### config.mk
export PLATFORM = sky130hd
export DESIGN_NAME = inst_loader
export DESIGN_NICKNAME = d
export VERILOG_FILES = /design/src/rtl/inst_loader_pkg.sv /design/src/rtl/inst_loader_byte_assembler.sv /design/src/rtl/inst_loader.sv
export SDC_FILE = /design/constraint.sdc
export NUM_CORES = 1
export LEC_CHECK = 0
export ABC_AREA = 1
export ABC_CLOCK_PERIOD_IN_PS = 2700
export BUFFER_PORTS_ARGS = -buffer_cell sky130_fd_sc_hd__buf_2
export CORE_ASPECT_RATIO = 0.5
export CORE_MARGIN = 8
export CORE_UTILIZATION = 35
export DETAILED_ROUTE_END_ITERATION = 10
export GPL_TIMING_DRIVEN = 0
export SYNTH_ARGS = -nofsm -noshare
export SYNTH_HDL_FRONTEND = slang
export SYNTH_HIERARCHICAL = 1
export SYNTH_SLANG_ARGS = --single-unit
### constraint.sdc
create_clock -name clk -period 2.7 [get_ports clk]
set_input_delay 0.27 -clock clk [delete_from_list [all_inputs] [get_ports clk]]
set_output_delay 0.27 -clock clk [all_outputs]
set_load 0.01 [all_outputs]
### src/rtl/inst_loader_pkg.sv
// ============================================================================
// Module      : inst_loader_pkg
// Description : Shared types and constants for the instruction memory loader.
// Revision    : 1.0 - initial release
// ============================================================================
`default_nettype none

package inst_loader_pkg;

  localparam int          BYTES_PER_WORD  = 4;
  localparam int          WORD_BYTES_LOG2 = 2;
  localparam int          LEN_W           = 16;
  localparam logic [31:0] ADDR_STEP       = 32'd4;

  typedef enum logic [2:0] {
    S_IDLE   = 3'd0,
    S_LEN_HI = 3'd1,
    S_LEN_LO = 3'd2,
    S_DATA   = 3'd3,
    S_CHK    = 3'd4,
    S_DONE   = 3'd5,
    S_ERROR  = 3'd6
  } state_t;

endpackage

`default_nettype wire

### src/rtl/inst_loader_byte_assembler.sv
// ============================================================================
// Module      : byte_assembler
// Description : Shifts accepted bytes MSB-first into 32-bit words and emits a
//               one-cycle word_valid pulse alongside each completed word.
// Revision    : 1.0 - initial release
// ============================================================================
`default_nettype none

module byte_assembler
  import inst_loader_pkg::*;
(
  input  logic        clk,
  input  logic        rst,
  input  logic        i_clear,
  input  logic        i_byte_en,
  input  logic [7:0]  i_byte,
  output logic        o_word_end,
  output logic        o_word_valid,
  output logic [31:0] o_word
);

  localparam logic [WORD_BYTES_LOG2-1:0] c_LAST_BYTE = WORD_BYTES_LOG2'(BYTES_PER_WORD - 1);

  logic [8*(BYTES_PER_WORD-1)-1:0] r_shift;
  logic [WORD_BYTES_LOG2-1:0]      r_cnt;
  logic                            r_word_valid;
  logic [31:0]                     r_word;

  // High on the handshake that carries the last byte of a word.
  assign o_word_end   = i_byte_en && (r_cnt == c_LAST_BYTE);
  assign o_word_valid = r_word_valid;
  assign o_word       = r_word;

  always_ff @(posedge clk or posedge rst) begin
    if (rst) begin
      r_shift      <= '0;
      r_cnt        <= '0;
      r_word_valid <= 1'b0;
      r_word       <= '0;
    end else begin
      r_word_valid <= 1'b0;
      if (i_clear) begin
        r_shift <= '0;
        r_cnt   <= '0;
      end else if (i_byte_en) begin
        if (r_cnt == c_LAST_BYTE) begin
          r_word       <= {r_shift, i_byte};
          r_word_valid <= 1'b1;
          r_cnt        <= '0;
        end else begin
          r_shift <= {r_shift[8*(BYTES_PER_WORD-2)-1:0], i_byte};
          r_cnt   <= r_cnt + 1'b1;
        end
      end
    end
  end

endmodule

`default_nettype wire

### src/rtl/inst_loader.sv
// ============================================================================
// Module      : inst_loader
// Description : Boot-time loader that fills the instruction memory from a
//               length-prefixed big-endian byte stream and holds the CPU
//               until the load completes. Define INST_LOADER_CHECKSUM_EN to
//               require a trailing XOR checksum byte.
// Revision    : 1.0 - initial release
// ============================================================================
`default_nettype none

module inst_loader
  import inst_loader_pkg::*;
#(
  parameter logic [31:0] BASE_ADDR = 32'h0000_0000,
  parameter int unsigned MAX_WORDS = 256
) (
  input  logic             clk,
  input  logic             rst,
  input  logic             i_start,
  input  logic [7:0]       i_rx_data,
  input  logic             i_rx_valid,
  output logic             o_rx_ready,
  output logic             o_mem_we,
  output logic [31:0]      o_mem_addr,
  output logic [31:0]      o_mem_wdata,
  output logic             o_cpu_hold,
  output logic             o_busy,
  output logic             o_done,
  output logic             o_err,
  output logic [LEN_W-1:0] o_word_count
);

  state_t           r_state;
  logic             r_rx_ready;
  logic [31:0]      r_mem_addr;
  logic             r_cpu_hold;
  logic             r_busy;
  logic             r_done;
  logic             r_err;
  logic [LEN_W-1:0] r_word_count;
  logic [LEN_W-1:0] r_len;

  logic             w_acc;
  logic             w_start_ok;
  logic [LEN_W-1:0] w_len;
  logic             w_len_too_big;
  logic             w_word_end;
  logic             w_mem_we;
  logic [31:0]      w_word;

  assign w_acc         = i_rx_valid && r_rx_ready;
  assign w_start_ok    = i_start && ((r_state == S_IDLE) || (r_state == S_DONE) ||
                                     (r_state == S_ERROR));
  assign w_len         = {r_len[LEN_W-1:8], i_rx_data};
  assign w_len_too_big = 32'(w_len) > MAX_WORDS;

  byte_assembler u_asm (
    .clk          (clk),
    .rst          (rst),
    .i_clear      (w_start_ok),
    .i_byte_en    (w_acc && (r_state == S_DATA)),
    .i_byte       (i_rx_data),
    .o_word_end   (w_word_end),
    .o_word_valid (w_mem_we),
    .o_word       (w_word)
  );

`ifdef INST_LOADER_CHECKSUM_EN
  logic [7:0] r_xor;

  always_ff @(posedge clk or posedge rst) begin
    if (rst) begin
      r_xor <= '0;
    end else if (w_start_ok) begin
      r_xor <= '0;
    end else if (w_acc && (r_state == S_DATA)) begin
      r_xor <= r_xor ^ i_rx_data;
    end
  end
`endif

  always_ff @(posedge clk or posedge rst) begin
    if (rst) begin
      r_state      <= S_IDLE;
      r_rx_ready   <= 1'b0;
      r_mem_addr   <= BASE_ADDR;
      r_cpu_hold   <= 1'b1;
      r_busy       <= 1'b0;
      r_done       <= 1'b0;
      r_err        <= 1'b0;
      r_word_count <= '0;
      r_len        <= '0;
    end else if (w_start_ok) begin
      r_state      <= S_LEN_HI;
      r_rx_ready   <= 1'b1;
      r_mem_addr   <= BASE_ADDR;
      r_cpu_hold   <= 1'b1;
      r_busy       <= 1'b1;
      r_done       <= 1'b0;
      r_err        <= 1'b0;
      r_word_count <= '0;
    end else begin
      case (r_state)
        S_LEN_HI: begin
          if (w_acc) begin
            r_len[LEN_W-1:8] <= i_rx_data;
            r_state          <= S_LEN_LO;
          end
        end
        S_LEN_LO: begin
          if (w_acc) begin
            r_len <= w_len;
            if (w_len == '0) begin
              r_state    <= S_DONE;
              r_rx_ready <= 1'b0;
              r_busy     <= 1'b0;
              r_done     <= 1'b1;
              r_cpu_hold <= 1'b0;
            end else if (w_len_too_big) begin
              r_state    <= S_ERROR;
              r_rx_ready <= 1'b0;
              r_busy     <= 1'b0;
              r_err      <= 1'b1;
            end else begin
              r_state <= S_DATA;
            end
          end
        end
        S_DATA: begin
          if (w_mem_we) begin
            r_mem_addr <= r_mem_addr + ADDR_STEP;
          end
          // Stop accepting after the last word; stay one cycle for its write pulse.
          if (w_word_end) begin
            r_word_count <= r_word_count + 16'd1;
            if ((r_word_count + 16'd1) == r_len) begin
              r_rx_ready <= 1'b0;
            end
          end
          if (!r_rx_ready) begin
`ifdef INST_LOADER_CHECKSUM_EN
            r_state    <= S_CHK;
            r_rx_ready <= 1'b1;
`else
            r_state    <= S_DONE;
            r_busy     <= 1'b0;
            r_done     <= 1'b1;
            r_cpu_hold <= 1'b0;
`endif
          end
        end
`ifdef INST_LOADER_CHECKSUM_EN
        S_CHK: begin
          if (w_acc) begin
            r_rx_ready <= 1'b0;
            r_busy     <= 1'b0;
            if (i_rx_data == r_xor) begin
              r_state    <= S_DONE;
              r_done     <= 1'b1;
              r_cpu_hold <= 1'b0;
            end else begin
              r_state <= S_ERROR;
              r_err   <= 1'b1;
            end
          end
        end
`endif
        default: ;
      endcase
    end
  end

  assign o_rx_ready   = r_rx_ready;
  assign o_mem_we     = w_mem_we;
  assign o_mem_addr   = r_mem_addr;
  assign o_mem_wdata  = w_word;
  assign o_cpu_hold   = r_cpu_hold;
  assign o_busy       = r_busy;
  assign o_done       = r_done;
  assign o_err        = r_err;
  assign o_word_count = r_word_count;

endmodule

`default_nettype wire
### After elaboration in Yosys (flattened, before gate mapping)

Cells that the tools add are included.

* output and inout port bits: 86
* flip-flop bits (word level): 131
* logic and storage cells: 112

* magnitude comparators: 1
* reductions and logical operators: 28
* bitwise gates (word level): 2
* add/subtract/negate cells: 3
* mux-type cells: 48
* eq/ne operators: 16

Operators by type and width (count)
* two-way mux 32 bit: 3
* two-way mux 24 bit: 3
* two-way mux 16 bit: 3
* adder 32 x 3 -> 32 bit (second input constant): 1
* two-way mux 1 bit: 23
* AND reduction 4 bit: 5
* two-way mux 3 bit: 6
* adder 16 x 1 -> 16 bit (second input constant): 1
* equality test 16 bit: 1
* > comparator 16 x 9 -> 1 bit (second input constant): 1
* zero test 16 bit: 1
* case mux 8 bit (2 select lines): 1
* nonzero test 2 bit: 7
* inequality test 3 x 2 -> 1 bit (second input constant): 4
* case mux 3 bit (3 select lines): 1
* two-way mux 8 bit: 1
* case mux 1 bit (2 select lines): 4
* equality test 3 x 2 -> 1 bit (second input constant): 2
* equality test 3 bit (second input constant): 2
* two-way mux 2 bit: 3
* inequality test 3 x 1 -> 1 bit (second input constant): 2
* AND reduction 2 bit: 3
* AND reduction 3 bit: 2
* AND reduction 5 bit: 1
* 11 further kinds: 17

### Logic depth before layout (Yosys ltp)

Gate-level depths: netlist of run 1.

* depth in word-level cells: 6
* gate-level depth with buffers: 16
* mapped depth without buffers: 16

### Hierarchy

Netlist of run 1, hierarchy kept.

By module, submodules not included
* inst_loader: cells an instance 545, area an instance 4037.6 um^2, instances 1
* byte_assembler: cells an instance 261, area an instance 2403.6 um^2, instances 1

### Least setup slack after synthesis of run 1

Ideal clock, no wire load.

* kind: reg2reg
* start point: register r_state[2]
* end point: register r_word_count[13], in the netlist o_word_count[13]
* buffers on the path: 0
* slack: 0.812 ns
* data required time: 2.617 ns
* stages on the path, launching flop included: 14
* library setup time: 0.083 ns
* arrival time: 1.805 ns
* cells stage by stage: dfrtp_1 > inv_2 > nand2_4 > nor2_4 > inv_1 > nor2_1 > nand2_1 > inv_1 > inv_1 > o21ai_2 > nand2_1 > inv_2 > nand3_1 > o21ai_0

RTL lines
* start: declaration: RTL line inst_loader.sv:33 `state_t r_state;`
* start signal: assignment: RTL line inst_loader.sv:84 `r_state <= S_IDLE;`
* start signal: assignment: RTL line inst_loader.sv:94 `r_state <= S_LEN_HI;`
* start signal: assignment: RTL line inst_loader.sv:107 `r_state <= S_LEN_LO;`
* equality test 3 x 2 -> 1 bit: RTL line inst_loader.sv:61 `.i_byte_en (w_acc && (r_state == S_DATA)),`
* logical AND 1 bit: RTL line inst_loader.sv:61
* logical AND 1 bit: RTL line inst_loader_byte_assembler.sv:30 `assign o_word_end = i_byte_en && (r_cnt == c_LAST_BYTE);`
* net w_word_end: RTL line inst_loader.sv:47 `logic w_word_end;`
* nonzero test 2 bit (no line)
* AND reduction 2 bit (no line)
* end signal: assignment: RTL line inst_loader.sv:135 `r_word_count <= r_word_count + 16'd1;`
* end: declaration: RTL line inst_loader.sv:40 `logic [LEN_W-1:0] r_word_count;`

The timed path passes the listed nets, and every way through them passes these cells.
A chain may end at the register's enable or synchronous reset.

### Worst setup path in the final report of run 1

Same ends and word-level chain as after synthesis.

==> run summary, run 1 <==
via count: 5802
most used cell, CP: inv_1
Clock Tree Buf Depth: 2
Post-synth EDFFs: 0
Synth top area share: 49.7%
RR Startpoint: r_state[2]
Initial Util: 35.4%
Layout area overhead: 22.0%
TNS Setup: 0 ns
metal2 WL: 8560 um
crit path to: o_word_count[13]
CTS clk-pin slew, worst paths: 0.07 ns
Seq/Total Area, Yosys: 50.1%
Slew HR: 52.8%
share of layout cells above drive strength 1: 21.6%
flop2flop setup slack: 0.28 ns
Multi-input gate area: 0.00275 mm2
DR pass1 iterations: 7
worst hold-check path type: input pin to register
largest cells by area after synthesis: dfrtp_1, nand2_1, nand3_1, inv_1, nand4_1
Worst Max-Slew Pin Slew: 0.708 ns
total CTS buffers: 17
commonest non-fill, non-tap cells in the layout: nand2_1, dfrtp_1, buf_2, inv_1, nand3_1
antenna-violating nets left: 0
Final Non-Filler Cells: 1176
YS warnings: 6
Worst path max stage delay: 0.39 ns
Core Region: 0.0182 mm2
syn_area_per_cell: 7.99 um2
Cell Rows: 35
Place WS: 0.0692 ns
CP Buf/Inv Count: 5
placed cells: 1144
final setup margin: 0.283 ns
Fin. Hold Viols: 0
crit path time final: 2.42 ns
share of flip-flops with an asynchronous set or reset: 100%
Main synth FF type: dfrtp_1
Worst Setup End Kind: register
worst-path maximum fanout: 9
Die X: 208 um
CTS tree: done
DRT iter0 DRCs: 511
Final Hold Slack: 0.103 ns
area leader, netlist: dfrtp_1
Boundary Pins: 98
final instance area: 0.00786 mm2
# DRC: 0
die area: 0.0233 mm2
global placement routability congestion: 0.866
DP HPWL: 13200 um
worst path cell trace: inv_2 -> nand2_4 -> nor2_4 -> inv_1 -> nor2_1 -> nand2_1 -> inv_1 -> inv_1 -> o21ai_4 -> nand2_2 -> inv_2 -> nand3_1 -> o21ai_0
peak supply drop: 0.337 mV
Port Buffers: 95
DRT Wirelength: 17800 um
R2R depth: 13
vias in the first global route: 5786
Setup CP Type: register to register
unique cell type count in the Yosys netlist: 41
status: completed
kind of cell adding the most delay to the critical path: simple AND/OR/NAND/NOR gates
Sequential Area: 0.00323 mm2
DR vias/cell: 4.93
instance area at placement: 0.00726 mm2
wire length on met3: 779 um
clk sinks: 129
Crit path arrival time: 2.73 ns
top sig layer: met4
Worst path depth: 13
Antenna Cells: 0
Startpoint Class: register
max cap viols: 0
Design Power: 4.26 mW
wl on met1: 8310 um
cell count after synthesis: 806
Skew-Pair Late Insertion Delay: 0.41 ns
fmax: 414 MHz
fillers: 1841
# nets final: 938
Worst EP required: 3.01 ns
largest net degree at the start of global routing: 43
Final setup viols: 0
pwr/cell area: 541 mW/mm2
die height: 112 um
H-tree levels: 4
LEAKAGE: 4.32 nW
Final Cycle Share: 89.5%
clock root buffer: clkbuf_16
cell area after synthesis: 0.00644 mm2
Slew Limit Fails: 0
clk_skew: 0.0152 ns
post-layout util: 43.1%
initial antenna violation count: 0
CP startpoint: r_state[2]
slowest CP cell: dfrtp_1
gr ovfl total: 0
commonest non-fill, non-tap cell in the layout: nand2_1
global-route wire length before repair: 29900 um
RR Endpoint: o_word_count[13]
All-Layer GR Usage: 15.5%
wire per inst: 15.1 um
flop and latch count out of synthesis: 129
==> sequential cells by signal, summed over array words and instances (netlist names) <==
name / flops
o_done: 1
o_cpu_hold: 1
o_err: 1
u_asm/r_cnt: 2
o_rx_ready: 1
o_mem_addr: 30
r_len: 16
u_asm/r_shift: 24
r_state: 3
o_word_count: 16
u_asm/o_word_valid: 1
u_asm/o_word: 32
o_busy: 1
==> cell usage after synthesis (10+ instances only) <==
master and number:
nand2_1 256, inv_1 75, nand3_1 70, a21oi_1 22, inv_2 10, nand4_1 38
dfrtp_1 128, buf_2 13, o21ai_0 44, nor3_1 18, nor2_1 45
==> worst min path at each step <==
stage                   startpoint              end  slack (ns)  cells past startpoint
floorplan             i_rx_data[0]  u_asm/o_word[0]        0.38                      2
finish                i_rx_data[1]  u_asm/o_word[1]        0.10                      3
global placement    o_mem_addr[31]   o_mem_addr[31]        0.45                      1
global route          i_rx_data[0]  u_asm/o_word[0]        0.11                      3
CTS                   i_rx_data[1]  u_asm/o_word[1]        0.09                      3
detailed placement             rst            o_err        0.31                      2
==> worst min-delay path: cells and delay by family <==
kind	cells	cell delay [ns]
and+or+nand+nor	2	0.10
buffers and inverters	1	0.12
==> what timing repair did <==
item                                    in CTS  in global routing
endpoints found under the hold margin       36                  0
gates resized for setup                      0                  4
setup buffers                                0                  0
hold buffers                                 1                  0
endpoints found under the setup margin       0                 40
==> final cells by class <==
type | count | area share, %
Sequential cell | 129 | 41.1
Multi-Input combinational cell | 567 | 35.0
Timing Repair Buffer | 98 | 6.69
Clock buffer | 18 | 5.59
Inverter | 85 | 4.09
Tap cell | 240 | 3.82
Buffer | 25 | 1.94
Clock inverter | 14 | 1.77
==> cell families (layout without fill, tap and decap cells) <==
kind of cell,after synthesis,after routing,synth area share (%)
DFF,129,129,50.1
AOI/OAI and AO/OA,92,92,7.83
xor gates and xnor gates,4,4,0.544
and+or+nand+nor,466,466,33.5
other,1,2,0.0582
buffers and inverters,111,240,7.36
adders and majority gates,3,3,0.583
==> layer usage <==
metal,vias to the layer above,global-route usage (%)
met5,-,0
met4,0,4.23
met3,9,3.56
met2,118,26.1
met1,2788,19.9
li1,2887,-
==> report_power, final <==
group | leakage (nW) | internal (mW) | total [mW] | switching [mW]
clock | 0.277 | 1.25 | 2.25 | 0.996
sequential | 1.61 | 1.93 | 1.93 | 0
combinational | 2.44 | 0.0170 | 0.0754 | 0.0584
total | 4.32 | 3.20 | 4.26 | 1.05
Note: power is estimated with default switching activity, not from simulation.
==> run 2, diff against run 1 <==
--- a/config.mk
+++ b/config.mk
@@ -6,7 +6,7 @@
 export NUM_CORES = 1
 export LEC_CHECK = 0
 export ABC_AREA = 1
-export ABC_CLOCK_PERIOD_IN_PS = 2700
+export ABC_CLOCK_PERIOD_IN_PS = 2300
 export BUFFER_PORTS_ARGS = -buffer_cell sky130_fd_sc_hd__buf_2
 export CORE_ASPECT_RATIO = 0.5
 export CORE_MARGIN = 8
==> constraint.sdc (replaced) <==
create_clock -name clk -period 2.3 [get_ports clk]
set_input_delay 0.23 -clock clk [delete_from_list [all_inputs] [get_ports clk]]
set_output_delay 0.23 -clock clk [all_outputs]
set_load 0.01 [all_outputs]
==> run summary, run 2 (synthesized netlist as in run 1, its figures left out) <==
Place WS: -0.331 ns
Final Hold Slack: 0.0642 ns
Port Buffers: 95
final instance area: 0.00793 mm2
DR pass1 iterations: 5
Startpoint Class: register
max cap viols: 0
gr ovfl total: 0
Worst EP required: 2.59 ns
Skew-Pair Late Insertion Delay: 0.41 ns
RSZ-0062 raised after global routing: yes
H-tree levels: 4
via count: 5819
CTS tree: done
wire per inst: 15.1 um
total CTS buffers: 17
clk_skew: 0.0148 ns
DRT Wirelength: 17800 um
pwr/cell area: 631 mW/mm2
All-Layer GR Usage: 15.5%
Worst Setup End Kind: register
clk sinks: 129
antenna-violating nets left: 0
Multi-input gate area: 0.00279 mm2
die height: 112 um
# nets final: 941
max reg flops: 32
Boundary Pins: 98
Clock Tree Buf Depth: 2
Sequential Area: 0.00323 mm2
status: completed
DRT iter0 DRCs: 480
TNS Setup: 0 ns
final setup margin: 0.265 ns
CTS clk-pin slew, worst paths: 0.07 ns
die area: 0.0233 mm2
most used cell, CP: nand2_1
clock root buffer: clkbuf_16
Crit path arrival time: 2.32 ns
# DRC: 0
commonest non-fill, non-tap cells in the layout: nand2_1, dfrtp_1, buf_2, inv_1, nand3_1
slowest CP cell: dfrtp_1
flop2flop setup slack: 0.26 ns
LEAKAGE: 4.34 nW
Cell Rows: 35
Final setup viols: 0
Initial Util: 35.4%
Slew HR: 52.7%
fmax: 491 MHz
Antenna Cells: 0
worst hold-check path type: input pin to register
DR vias/cell: 4.94
Setup CP Type: register to register
commonest non-fill, non-tap cell in the layout: nand2_1
Layout area overhead: 23.0%
worst-path maximum fanout: 4
global placement routability congestion: 0.866
Worst path max stage delay: 0.39 ns
crit path time final: 2.04 ns
initial antenna violation count: 0
Core Region: 0.0182 mm2
peak supply drop: 0.395 mV
DP HPWL: 13200 um
vias in the first global route: 5792
Die X: 208 um
Final Cycle Share: 88.5%
fillers: 1834
instance area at placement: 0.00726 mm2
share of layout cells above drive strength 1: 22.5%
global-route wire length before repair: 29800 um
worst path cell trace: inv_2 -> nand2_4 -> nor2_4 -> inv_1 -> nor2_4 -> nand2_1 -> inv_1 -> inv_1 -> a21oi_1 -> nand3_1 -> nor2_1 -> nand3_1 -> nand2_1 -> nand2_1 -> nand2_1 -> nand2_1
Fin. Hold Viols: 0
Worst Max-Slew Pin Slew: 0.709 ns
largest net degree at the start of global routing: 43
Slew Limit Fails: 0
-- run 2: path summary, 6_finish.rpt --
kind | from | to | cells past startpoint
setup / recovery | r_state[2] | o_rx_ready | 16
hold / removal | i_rx_data[1] | u_asm/o_word[1] | 3
setup reg to reg | r_state[2] | o_rx_ready | 16
hold reg to reg | o_mem_addr[31] | o_mem_addr[31] | 1
max in group asynchronous | rst | u_asm/o_word[0] | 4
min in group asynchronous | rst | o_err | 3
-- run 2: per-layer routing --
layer  vias to the layer above  track usage (%)  wire length, um
li1                       2900                -                -
met1                      2790             19.7             8350
met2                       118             26.1             8530
met3                        11             3.62              830
met4                         0             4.28              112
met5                         -                0                0
-- run 2: metrics by stage --
| step | cells | power, mW | utilization [%] |
|---|---|---|---|
| after floorplan | 807 | 2.35 | - |
| after detailed placement | 1144 | 2.40 | 39.9 |
| final | 1179 | 5.00 | 43.5 |
| after global placement | 1142 | 2.39 | 39.6 |
| after global routing | 1179 | 5.18 | 43.5 |
| after CTS | 1179 | 5.06 | 43.3 |
-- run 2: what timing repair did --
item                       4_1_cts  5_1_grt
setup buffers                    3        1
setup endpoints to repair       71       17
pin swaps                        1        1
gates resized for setup          3       11
hold buffers                     1        0
hold endpoints to repair        59        0
-- run 2: critical path: cells and delay by family (launching register included) --
| kind | cells | cell delay, ns |
|---|---|---|
| simple gates | 11 | 1.00 |
| flops | 1 | 0.39 |
| buf+inv | 4 | 0.38 |
| compound gates | 1 | 0.16 |
-- run 2: layout make-up --
class                      count  area share [%]
timing repair buffer         102            7.01
multi-input combinational    567            35.2
clock inverter                14            1.75
clock buffer                  18            5.54
buffer                        24            1.86
inverter                      85            4.09
sequential                   129            40.8
tap                          240            3.79
-- run 2: power by group --
group          total [mW]  internal [mW]  switching, mW
logic              0.0887         0.0200         0.0687
registers            2.27           2.27              0
clock network        2.64           1.47           1.17
total                5.00           3.76           1.24
